<file path="config.mk">
export PLATFORM = sky130hd
export DESIGN_NAME = prog_loader_flat
export DESIGN_NICKNAME = d
export VERILOG_FILES = /design/src/rtl/prog_loader_pkg.sv /design/src/rtl/prog_loader_if.sv /design/src/rtl/prog_loader_byte_packer.sv /design/src/rtl/prog_loader.sv /design/src/flat_wrapper.sv
export SDC_FILE = /design/constraint.sdc
export NUM_CORES = 1
export LEC_CHECK = 0
export CAP_MARGIN = 10
export CORE_ASPECT_RATIO = 2
export CORE_MARGIN = 5
export CORE_UTILIZATION = 35
export CTS_CLUSTER_DIAMETER = 200
export DETAILED_ROUTE_END_ITERATION = 16
export HOLD_SLACK_MARGIN = 0.05
export PLACE_DENSITY = 0.55
export SLEW_MARGIN = 20
export SYNTH_ARGS = -nofsm -noshare
export SYNTH_HDL_FRONTEND = slang
export SYNTH_SLANG_ARGS = --single-unit
</file>
<file path="constraint.sdc">
create_clock -name clk -period 2.3 [get_ports clk]
set_clock_uncertainty 0.1 [all_clocks]
set_input_delay 0.46 -clock clk [delete_from_list [all_inputs] [get_ports clk]]
set_output_delay 0.46 -clock clk [all_outputs]
set_load 0.02 [all_outputs]
</file>
<file path="src/rtl/prog_loader_pkg.sv">
// Shared types and constants for the program loader: FSM state encoding,
// length width, default program size and small decode/checksum helpers.
package prog_loader_pkg;

  localparam int LEN_W             = 16;
  localparam int MAX_WORDS_DEFAULT = 1024;

  typedef enum logic [2:0] {
    ST_IDLE   = 3'd0,
    ST_LEN_LO = 3'd1,
    ST_LEN_HI = 3'd2,
    ST_DATA   = 3'd3,
    ST_WRITE  = 3'd4,
    ST_CSUM   = 3'd5,
    ST_DONE   = 3'd6,
    ST_ERR    = 3'd7
  } state_t;

  // Running checksum is a plain XOR of the payload bytes.
  function automatic logic [7:0] csum_next(input logic [7:0] csum, input logic [7:0] data);
    return csum ^ data;
  endfunction

  // States in which the loader offers byte_ready.
  function automatic logic takes_bytes(input state_t s);
    case (s)
      ST_LEN_LO, ST_LEN_HI, ST_DATA, ST_CSUM: return 1'b1;
      default:                                return 1'b0;
    endcase
  endfunction

  // States that make up an active session (length bytes through checksum).
  function automatic logic is_busy(input state_t s);
    case (s)
      ST_LEN_LO, ST_LEN_HI, ST_DATA, ST_WRITE, ST_CSUM: return 1'b1;
      default:                                          return 1'b0;
    endcase
  endfunction

endpackage

</file>
<file path="src/rtl/prog_loader_if.sv">
// Byte-stream handshake between a byte source (master) and the loader (slave).
interface prog_loader_if;

  logic       byte_valid;
  logic [7:0] byte_data;
  logic       byte_ready;

  modport master (
    output byte_valid,
    output byte_data,
    input  byte_ready
  );

  modport slave (
    input  byte_valid,
    input  byte_data,
    output byte_ready
  );

endinterface

</file>
<file path="src/rtl/prog_loader_byte_packer.sv">
// Little-endian byte-to-word assembler: tracks which byte lane comes next,
// exposes the word as it would look with the current byte merged in, and
// pulses word_valid for one cycle after the fourth byte of a word.
module byte_packer (
  input  logic        clk,
  input  logic        reset_n,
  input  logic        clear,
  input  logic        byte_en,
  input  logic [7:0]  byte_in,
  output logic        last,
  output logic [31:0] word_next,
  output logic        word_valid
);

  logic [1:0]  idx_r;
  logic [31:0] word_r;
  logic        valid_r;

  // Merge the offered byte into the lane selected by the current index.
  always_comb begin
    word_next = word_r;
    case (idx_r)
      2'd0:    word_next[7:0]   = byte_in;
      2'd1:    word_next[15:8]  = byte_in;
      2'd2:    word_next[23:16] = byte_in;
      default: word_next[31:24] = byte_in;
    endcase
  end

  // Lane index, word assembly and completion pulse.
  always_ff @(posedge clk) begin
    if (!reset_n) begin
      idx_r   <= 2'd0;
      word_r  <= 32'd0;
      valid_r <= 1'b0;
    end else if (clear) begin
      idx_r   <= 2'd0;
      word_r  <= 32'd0;
      valid_r <= 1'b0;
    end else if (byte_en) begin
      idx_r   <= idx_r + 2'd1;
      word_r  <= word_next;
      valid_r <= (idx_r == 2'd3);
    end else begin
      valid_r <= 1'b0;
    end
  end

  assign last       = (idx_r == 2'd3);
  assign word_valid = valid_r;

endmodule

</file>
<file path="src/rtl/prog_loader.sv">
// Serial program loader: receives a length-prefixed, XOR-checksummed byte
// stream, writes it word by word into instruction memory and holds the CPU
// in reset until a session completes with a good checksum.
module prog_loader
  import prog_loader_pkg::*;
#(
  parameter logic [31:0] BASE_ADDR = 32'h0000_0000,
  parameter int          MAX_WORDS = MAX_WORDS_DEFAULT
) (
  input  logic             clk,
  input  logic             reset_n,
  input  logic             start,
  input  logic             abort,
  prog_loader_if.slave     bs,
  output logic             prog_load_en,
  output logic [31:0]      prog_addr,
  output logic [31:0]      prog_data,
  output logic             cpu_reset,
  output logic             busy,
  output logic             done,
  output logic             error,
  output logic [LEN_W-1:0] words_loaded
);

  localparam logic [LEN_W:0] MAX_LEN = (LEN_W+1)'(MAX_WORDS);

  state_t           state_r;
  state_t           state_n;

  logic [7:0]       len_lo_r;
  logic [LEN_W-1:0] len_r;
  logic [7:0]       csum_r;
  logic [LEN_W-1:0] words_r;

  logic             ready_r;
  logic             busy_r;
  logic             done_r;
  logic             error_r;
  logic             cpu_reset_r;
  logic             prog_load_en_r;
  logic [31:0]      prog_addr_r;
  logic [31:0]      prog_data_r;

  logic             accept_s;
  logic             take_start_s;
  logic             pack_en_s;
  logic             pack_clear_s;
  logic             write_s;
  logic             last_s;
  logic             word_valid_s;
  logic [31:0]      word_next_s;
  logic [LEN_W-1:0] len_full_s;
  logic             len_bad_s;
  logic             count_hit_s;

  assign len_full_s   = {bs.byte_data, len_lo_r};
  assign len_bad_s    = (len_full_s == 16'd0) || ({1'b0, len_full_s} > MAX_LEN);
  assign count_hit_s  = ((words_r + 16'd1) == len_r);
  // A starting session or an abort throws away any partially packed word.
  assign pack_clear_s = abort | take_start_s;

  byte_packer u_packer (
    .clk        (clk),
    .reset_n    (reset_n),
    .clear      (pack_clear_s),
    .byte_en    (pack_en_s),
    .byte_in    (bs.byte_data),
    .last       (last_s),
    .word_next  (word_next_s),
    .word_valid (word_valid_s)
  );

  // Next-state decode; abort overrides start and any byte on offer.
  always_comb begin
    state_n      = state_r;
    accept_s     = bs.byte_valid & ready_r & ~abort;
    take_start_s = 1'b0;
    pack_en_s    = 1'b0;
    write_s      = 1'b0;
    if (abort) begin
      state_n = ST_IDLE;
    end else begin
      case (state_r)
        ST_IDLE, ST_DONE, ST_ERR: begin
          if (start) begin
            state_n      = ST_LEN_LO;
            take_start_s = 1'b1;
          end else begin
            state_n = state_r;
          end
        end
        ST_LEN_LO: begin
          if (accept_s) begin
            state_n = ST_LEN_HI;
          end else begin
            state_n = state_r;
          end
        end
        ST_LEN_HI: begin
          if (accept_s) begin
            if (len_bad_s) begin
              state_n = ST_ERR;
            end else begin
              state_n = ST_DATA;
            end
          end else begin
            state_n = state_r;
          end
        end
        ST_DATA: begin
          if (accept_s) begin
            pack_en_s = 1'b1;
            if (last_s) begin
              state_n = ST_WRITE;
              write_s = 1'b1;
            end else begin
              state_n = ST_DATA;
            end
          end else begin
            state_n = state_r;
          end
        end
        ST_WRITE: begin
          if (count_hit_s) begin
            state_n = ST_CSUM;
          end else begin
            state_n = ST_DATA;
          end
        end
        ST_CSUM: begin
          if (accept_s) begin
            if (bs.byte_data == csum_r) begin
              state_n = ST_DONE;
            end else begin
              state_n = ST_ERR;
            end
          end else begin
            state_n = state_r;
          end
        end
        default: state_n = ST_IDLE;
      endcase
    end
  end

  // FSM state register.
  always_ff @(posedge clk) begin
    if (!reset_n) begin
      state_r <= ST_IDLE;
    end else begin
      state_r <= state_n;
    end
  end

  // Session bookkeeping: length capture, checksum and written-word count.
  always_ff @(posedge clk) begin
    if (!reset_n) begin
      len_lo_r <= 8'd0;
      len_r    <= 16'd0;
      csum_r   <= 8'd0;
      words_r  <= 16'd0;
    end else if (take_start_s) begin
      words_r  <= 16'd0;
      csum_r   <= 8'd0;
    end else if (word_valid_s) begin
      words_r  <= words_r + 16'd1;
    end else if (accept_s) begin
      case (state_r)
        ST_LEN_LO: len_lo_r <= bs.byte_data;
        ST_LEN_HI: len_r    <= len_full_s;
        ST_DATA:   csum_r   <= csum_next(csum_r, bs.byte_data);
        default:   csum_r   <= csum_r;
      endcase
    end else begin
      csum_r <= csum_r;
    end
  end

  // Registered outputs, derived from the state being entered so they line
  // up with it; the write bus is loaded on entry to WRITE and then held.
  always_ff @(posedge clk) begin
    if (!reset_n) begin
      ready_r        <= 1'b0;
      busy_r         <= 1'b0;
      done_r         <= 1'b0;
      error_r        <= 1'b0;
      cpu_reset_r    <= 1'b1;
      prog_load_en_r <= 1'b0;
      prog_addr_r    <= 32'd0;
      prog_data_r    <= 32'd0;
    end else begin
      ready_r        <= takes_bytes(state_n);
      busy_r         <= is_busy(state_n);
      done_r         <= (state_n == ST_DONE);
      error_r        <= (state_n == ST_ERR);
      cpu_reset_r    <= (state_n != ST_DONE);
      prog_load_en_r <= write_s;
      if (write_s) begin
        prog_addr_r <= BASE_ADDR + {14'd0, words_r, 2'b00};
        prog_data_r <= word_next_s;
      end else begin
        prog_addr_r <= prog_addr_r;
        prog_data_r <= prog_data_r;
      end
    end
  end

  assign bs.byte_ready = ready_r;
  assign busy          = busy_r;
  assign done          = done_r;
  assign error         = error_r;
  assign cpu_reset     = cpu_reset_r;
  assign prog_load_en  = prog_load_en_r;
  assign prog_addr     = prog_addr_r;
  assign prog_data     = prog_data_r;
  assign words_loaded  = words_r;

endmodule

</file>
<file path="src/flat_wrapper.sv">
// flat-port wrapper written by rule: the top's interface ports become plain ports
module prog_loader_flat import prog_loader_pkg::*;
#(
  parameter logic [31:0] BASE_ADDR = 32'h0000_0000,
  parameter int          MAX_WORDS = MAX_WORDS_DEFAULT
)
  (clk, reset_n, start, abort, prog_load_en, prog_addr, prog_data, cpu_reset, busy, done, error, words_loaded, bs_byte_valid, bs_byte_data, bs_byte_ready);
  prog_loader_if bs_i ();
  input  logic clk;
  input  logic reset_n;
  input  logic start;
  input  logic abort;
  output logic prog_load_en;
  output logic [31:0] prog_addr;
  output logic [31:0] prog_data;
  output logic cpu_reset;
  output logic busy;
  output logic done;
  output logic error;
  output logic [LEN_W-1:0] words_loaded;
  input wire logic [$bits(bs_i.byte_valid)-1:0] bs_byte_valid;
  input wire logic [$bits(bs_i.byte_data)-1:0] bs_byte_data;
  output wire logic [$bits(bs_i.byte_ready)-1:0] bs_byte_ready;
  assign bs_i.byte_valid = bs_byte_valid;
  assign bs_i.byte_data = bs_byte_data;
  assign bs_byte_ready = bs_i.byte_ready;
  prog_loader #(.BASE_ADDR(BASE_ADDR), .MAX_WORDS(MAX_WORDS)) u_core (.clk(clk), .reset_n(reset_n), .start(start), .abort(abort), .bs(bs_i), .prog_load_en(prog_load_en), .prog_addr(prog_addr), .prog_data(prog_data), .cpu_reset(cpu_reset), .busy(busy), .done(done), .error(error), .words_loaded(words_loaded));
endmodule
</file>
# --- Yosys cells after proc, flatten, opt, wreduce, memory -nomap -nowiden ---
# Cells that the tools add are included.
# Widths: inputs -> output; s select.
word_totals:
  reg_bits: 140
  output_inout_bits: 86
  wordCells: 89
classes:
  n_addsub: 2
  n_lt_le_gt_ge: 1
  eq_ne: 20
  n_mux: 27
  bitwise_logic: 9
  n_reduce_logical: 14
ops:
  columns: ["op", "n"]
  rows:
  - ["$mux 8", 4]
  - ["$mux 3", 9]
  - ["$eq 3x3->1 const B", 8]
  - ["$pmux 3 s6", 1]
  - ["$add 16x1->16 const B", 1]
  - ["$eq 16x16->1", 1]
  - ["$gt 16x11->1 const B", 1]
  - ["$logic_not 16->1", 1]
  - ["$mux 1", 13]
  - ["$eq 3x2->1 const B", 4]
  - ["$reduce_or 3->1", 3]
  - ["$eq 8x8->1", 1]
  - ["$reduce_and 4->1", 2]
  - ["$xor 8x8->8", 1]
  - ["$eq 3x1->1 const B", 2]
  - ["$not 1->1", 5]
  - ["$reduce_or 5->1", 1]
  - ["$eq 2x2->1 const B", 2]
  - ["$reduce_or 2->1", 2]
  - ["$reduce_or 4->1", 1]
  - ["$logic_not 3->1", 1]
  - ["$ne 3x3->1 const B", 1]
  - ["$reduce_and 3->1", 1]
  - ["$add 2x1->2 const B", 1]
  - ["5 further kinds", 6]

# --- Depth between registers and ports, before layout ---
logic_depth:
  word_depth: 9
  ltp_mapped: 10

# --- Cells and area by module ---
# Synthesis repeated with hierarchy kept, for this count alone.
hier_totals:
  cells_unflattened: 782
  area_unflattened_um2: 6721.4
modules_own_cells:
  columns: ["mod", "instances", "cells_each", "area_each_um2"]
  rows:
  - ["prog_loader", 1, 586, 4792.1]
  - ["byte_packer", 1, 196, 1929.4]

# --- Worst setup path after synthesis ---
# Ideal clock, no wire load.
synth_timing:
  kind: "reg-to-reg"
  startpoint: "register u_core.words_r[4] (netlist: u_core.words_loaded[4])"
  endpoint: "register u_core.state_r[2]"
  arrival_time_ps: 2202
  path_slack_ps: -117
  path_stages_with_launch: 9
  path_buffers: 1
  period_less_slack_ps: 2417
  path_cell_list: "dfxtp_1 -> buf_2 -> nand4_1 -> nor3_1 -> mux2_2 -> mux2i_1 -> o22ai_1 -> and4_1 -> o21a_1"
synth_between:
  elab_chain_len: 5
synth_rtl:
  columns: ["item", "line_no", "rtl"]
  rows:
  - ["start: declaration", "prog_loader.sv:33", "logic [LEN_W-1:0] words_r;"]
  - ["start signal: assignment", "prog_loader.sv:166", "words_r <= words_r + 16'd1;"]
  - ["$add 16x1->16", "prog_loader.sv:58", "assign count_hit_s = ((words_r + 16'd1) == len_r);"]
  - ["$eq 16x16->1", "prog_loader.sv:58", null]
  - ["$mux 3", "prog_loader.sv:124", "if (count_hit_s) begin"]
  - ["$pmux 3 s6", "prog_loader.sv:83", "case (state_r)"]
  - ["$mux 3", "prog_loader.sv:80", "if (abort) begin"]
  - ["end signal: assignment", "prog_loader.sv:151", "state_r <= state_n;"]
  - ["end: declaration", "prog_loader.sv:27", "state_t state_r;"]
# No other way between the ends.
# A chain may end at the register's enable or synchronous reset.

# --- Worst setup path in the final report ---
layout_timing:
  startpoint: "input bs_byte_valid"
  endpoint: "register u_core.busy_r (netlist: u_core.busy)"
layout_between:
  elab_chain_len: 8
layout_rtl:
  columns: ["item", "line_no", "rtl"]
  rows:
  - ["start: declaration", "flat_wrapper.sv:21", "input wire logic [$bits(bs_i.byte_valid)-1:0] bs_byte_valid;"]
  - ["$and 1x1->1 (*) (2 in a row)", "prog_loader.sv:76", "accept_s = bs.byte_valid & ready_r & ~abort;"]
  - ["$mux 3, on equally long branches", null, null]
  - ["$pmux 3 s6 (*)", "prog_loader.sv:83", null]
  - ["$mux 3 (*)", "prog_loader.sv:80", null]
  - ["$eq 3x1->1 (tied with other cells)", "prog_loader_pkg.sv:34", "case (s)"]
  - ["$reduce_or 5->1 (*)", "prog_loader_pkg.sv:34", null]
  - ["$mux 1 (*)", "prog_loader_pkg.sv:34", null]
  - ["end signal: assignment", "prog_loader.sv:193", "busy_r <= is_busy(state_n);"]
  - ["end: declaration", "prog_loader.sv:36", "logic busy_r;"]
# Every way passes the cells marked *; elsewhere a longest branch is shown, timed or not.

==> impl_metrics.tcl <==
set metrics [dict create \
    critPathSlowestCell "clkdlybuf4s50_1" \
    dieArea_um2 19840 \
    antenna_found_initial 0 \
    grtUsageTotal_pct 17.16 \
    synthDominantCellAreaShare_pct 44.47 \
    synth-async-reset-ratio_pct 0 \
    synth_top_area_cell "dfxtp_1" \
    port_buffers 82 \
    drc 0 \
    vias 5163 \
    yosysSeqAreaShare_pct 44.47 \
    crit_path_start_kind "primary input" \
    max-vdd-ir-drop_v 0.0004319 \
    min_path_type "flop to flop" \
    synth-main-ff-cell "dfxtp_1" \
    maxSlewHeadroom_pct 50.44 \
    worst_slack_ns 0.08175 \
    min_delay_path_depth 2 \
    slew_violations 0 \
    fmax_mhz 450.8 \
    reg2regPathDepth 8 \
    wl_per_cell_um 15.69 \
    synth_area_per_cell_um2 8.476 \
    drt_iter0_drc 194 \
    seqCellArea_um2 2646 \
    die_h_um 194.3 \
    first_pass_iters 4 \
    synth-seq-cells 132 \
    initial_core_util_pct 35.44 \
    grt_overflow 0 \
    min_from "u_core.prog_addr[8]" \
    cpLargestDelayFamily "compound AO/OA/AOI/OAI gates" \
    cts_sinks 132 \
    cts_tree "yes" \
    crit_chain "clkdlybuf4s50_1 > nand3b_4 > and2_1 > o21ai_1 > inv_1 > a2111oi_2 > buf_4 > nand4_1 > a32o_1" \
    grt_pass1_wl_um 26830 \
    area_growth_pct 33.29 \
    n_antenna_cell 0 \
    use_met3_pct 3.385 \
    cap_viol_max_count 0 \
    fillerInstances 1654 \
    setup_violations 0 \
    finalSetupTns_ns 0 \
    grt.met2_usage_pct 32.90 \
    clk_pin_slew_ns 0.06 \
    fp-row-count 67 \
    path_buf_inv 3 \
    criticalPathCategory "primary input to flop" \
    synth-edff-count 0 \
    timing.final.crit_period_ns 2.218 \
    pin_count 99 \
    hold_viol_final 0 \
    netlist_instances 701 \
    cts_buffers 17 \
    critPathArrivalTime_ns 2.42 \
    gp_congestion 0.8800 \
    clk_root_buffer_cell "clkbuf_16" \
    regToRegSetupSlack_ns 0.11 \
    cp.required_ns 2.50 \
    rsz0062_at_grt "yes" \
    pre_cts_ws_ns -0.4496 \
    ys_warn_count 0 \
    cts.htree.levels 4 \
    tightestPinTransition_ns 0.7434 \
    grt_pass1_vias 5327 \
    status "finished clean" \
    cts_buffer_depth 2 \
    p_leak_nw 2.962 \
    die_x_um 102.1 \
    synth_area_leaders "dfxtp_1 44%, mux2i_1 8.6%, nand2_1 6.3%" \
    final_nets 827 \
    final.period_utilization_pct 96.45 \
    ant_nets 0 \
    r2r-end "u_core.state_r[1]" \
    met1_usage_pct 17.18 \
    cp_max_fo 5 \
    end_kind "flop" \
    synth.distinct_cells 50 \
    wl_um 16150 \
    clk_latency_ns 0.41 \
    holdPathEnd "u_core.prog_addr[8]" \
    grt_max_degree 72 \
    fin_hold_ws_ns 0.3516 \
    multi_input_area_um2 3020 \
    r2r-start "u_core.words_loaded[1]" \
    busiest_layer "met2" \
    critPathMaxStageDelay_ns 0.50 \
    routed_via_density 5.017 \
    drive_gt1_share_pct 14.11 \
    power.density_nw_per_um2 642.8 \
    synth_area_um2 5942 \
    dp_hpwl_um 12080 \
    core_area_um2 16770 \
]
[timing repair]
item	CTS	global route
pin swaps	2	1
gates resized for setup	2	13
buffers inserted	0	0
endpoints found under the setup margin	3	24
hold buffers	0	0
[flip-flops by register name, indices dropped and copies added (netlist names)]
| signal | cells |
|---|---|
| u_core.csum_r | 8 |
| u_core.bs.byte_ready | 1 |
| u_core.error | 1 |
| u_core.len_r | 16 |
| u_core.busy | 1 |
| u_core.u_packer.word_r | 24 |
| u_core.prog_addr | 16 |
| u_core.prog_data | 32 |
| u_core.cpu_reset | 1 |
| u_core.u_packer.word_valid | 1 |
| u_core.words_loaded | 16 |
| u_core.prog_load_en | 1 |
| u_core.u_packer.idx_r | 2 |
| u_core.state_r | 3 |
| u_core.done | 1 |
| u_core.len_lo_r | 8 |
[cell families (layout without fill, tap and decap cells)]
kind of cell    count (synthesis)  count (layout)  share of synthesized area, %
flops                         132             132                         44.47
buf+inv                        82             188                         6.422
simple gates                  279             279                         21.14
fa+ha+maj                       5               5                         1.053
other cells                     1              16                       0.06311
compound gates                 98              98                         10.40
mux                            52              52                         8.781
xor+xnor                       52              52                         7.665
[cell usage after synthesis (3+ instances only)]
library cell / n
nand2_1: 99
ha_1: 5
and2_1: 4
buf_2: 11
a21oi_1: 50
nor4_1: 7
xor2_1: 30
buf_4: 16
and3_1: 4
nor2_1: 93
nand4_1: 13
and4_1: 4
nor3_1: 7
mux2i_1: 51
a211oi_1: 25
xnor2_1: 22
nand3_1: 35
clkbuf_1: 46
nand2b_1: 3
inv_1: 8
a31oi_1: 4
dfxtp_1: 132
[worst register-to-register path, stage by stage, from the launching register on]
cell and delay [ns]:
dfxtp_1 0.35, ha_2 0.23, nand4_1 0.16, or3_4 0.37, xnor2_1 0.13, a221oi_1 0.25, a21o_1 0.14, and4_4 0.25
a31oi_1 0.08
[worst max path at each step]
stage                                       from                 to  slack (ns)  cells past startpoint
after floorplan           u_core.words_loaded[2]  u_core.state_r[1]       0.003                      8
after global placement           bs_byte_data[3]        u_core.busy       -0.44                      8
after detailed placement           bs_byte_valid        u_core.busy       -0.45                      8
after CTS                 u_core.words_loaded[1]  u_core.state_r[1]        0.01                      8
after global routing               bs_byte_valid        u_core.busy       -0.02                      9
final                              bs_byte_valid        u_core.busy        0.08                      9
[report_power, final]
group	internal [mW]	switching (mW)
Clock	1.57	0.990
Sequential	2.29	0.00739
Combinational	0.0842	0.144
[cell type report]
class                           count  area share [%]
Clock inverter                     11           1.264
Tap cell                          207           3.270
Sequential cell                   132           33.41
Inverter                            8          0.3791
Clock buffer                       21           5.940
Multi-Input combinational cell    502           38.14
Timing Repair Buffer              148           17.60
[routing by layer]
metal,part of all wire [%],wire length [um],up-vias
li1,-,-,2563
met5,0,0,-
met4,2.8,459,0
met3,3.3,538,32
met1,37,5970,2462
met2,57,9180,106
[through the flow]
stage / area [um2] / std cells / total power [mW] / utilization, %
after floorplan: 6008 / 716 / 2.485 / -
after global placement: 7308 / 997 / 2.575 / 43.59
after detailed placement: 7308 / 997 / 2.577 / 43.59
after CTS: 7883 / 1029 / 5.154 / 47.01
after global routing: 7920 / 1029 / 5.290 / 47.24
final: 7920 / 1029 / 5.091 / 47.24
[placed cells by master, fill, tap and decap left out, drive strengths merged, types with 2 or more instances in the layout]
cell           netlist  final
nor2                93     93
and2                 4      4
nand3               35     35
nor4                 8      8
inv                  8     10
nand2               99     99
conb                 1     16
xor2                30     30
o211ai               2      2
and3b                2      2
dfxtp              132    132
a21oi               50     50
nand4               13     13
a31oi                4      4
clkinv               0      6
clkdlybuf4s50        0     81
nand2b               3      3
ha                   5      5
a211oi              25     25
buf                 28     66
xnor2               22     22
clkbuf              46     21
a2111oi              2      2
mux2i               51     51
o21ai                4      4
clkinvlp             0      2
nor3                 7      7
and3                 4      4
and4                 4      4
Power figures use the tool's default switching activity.
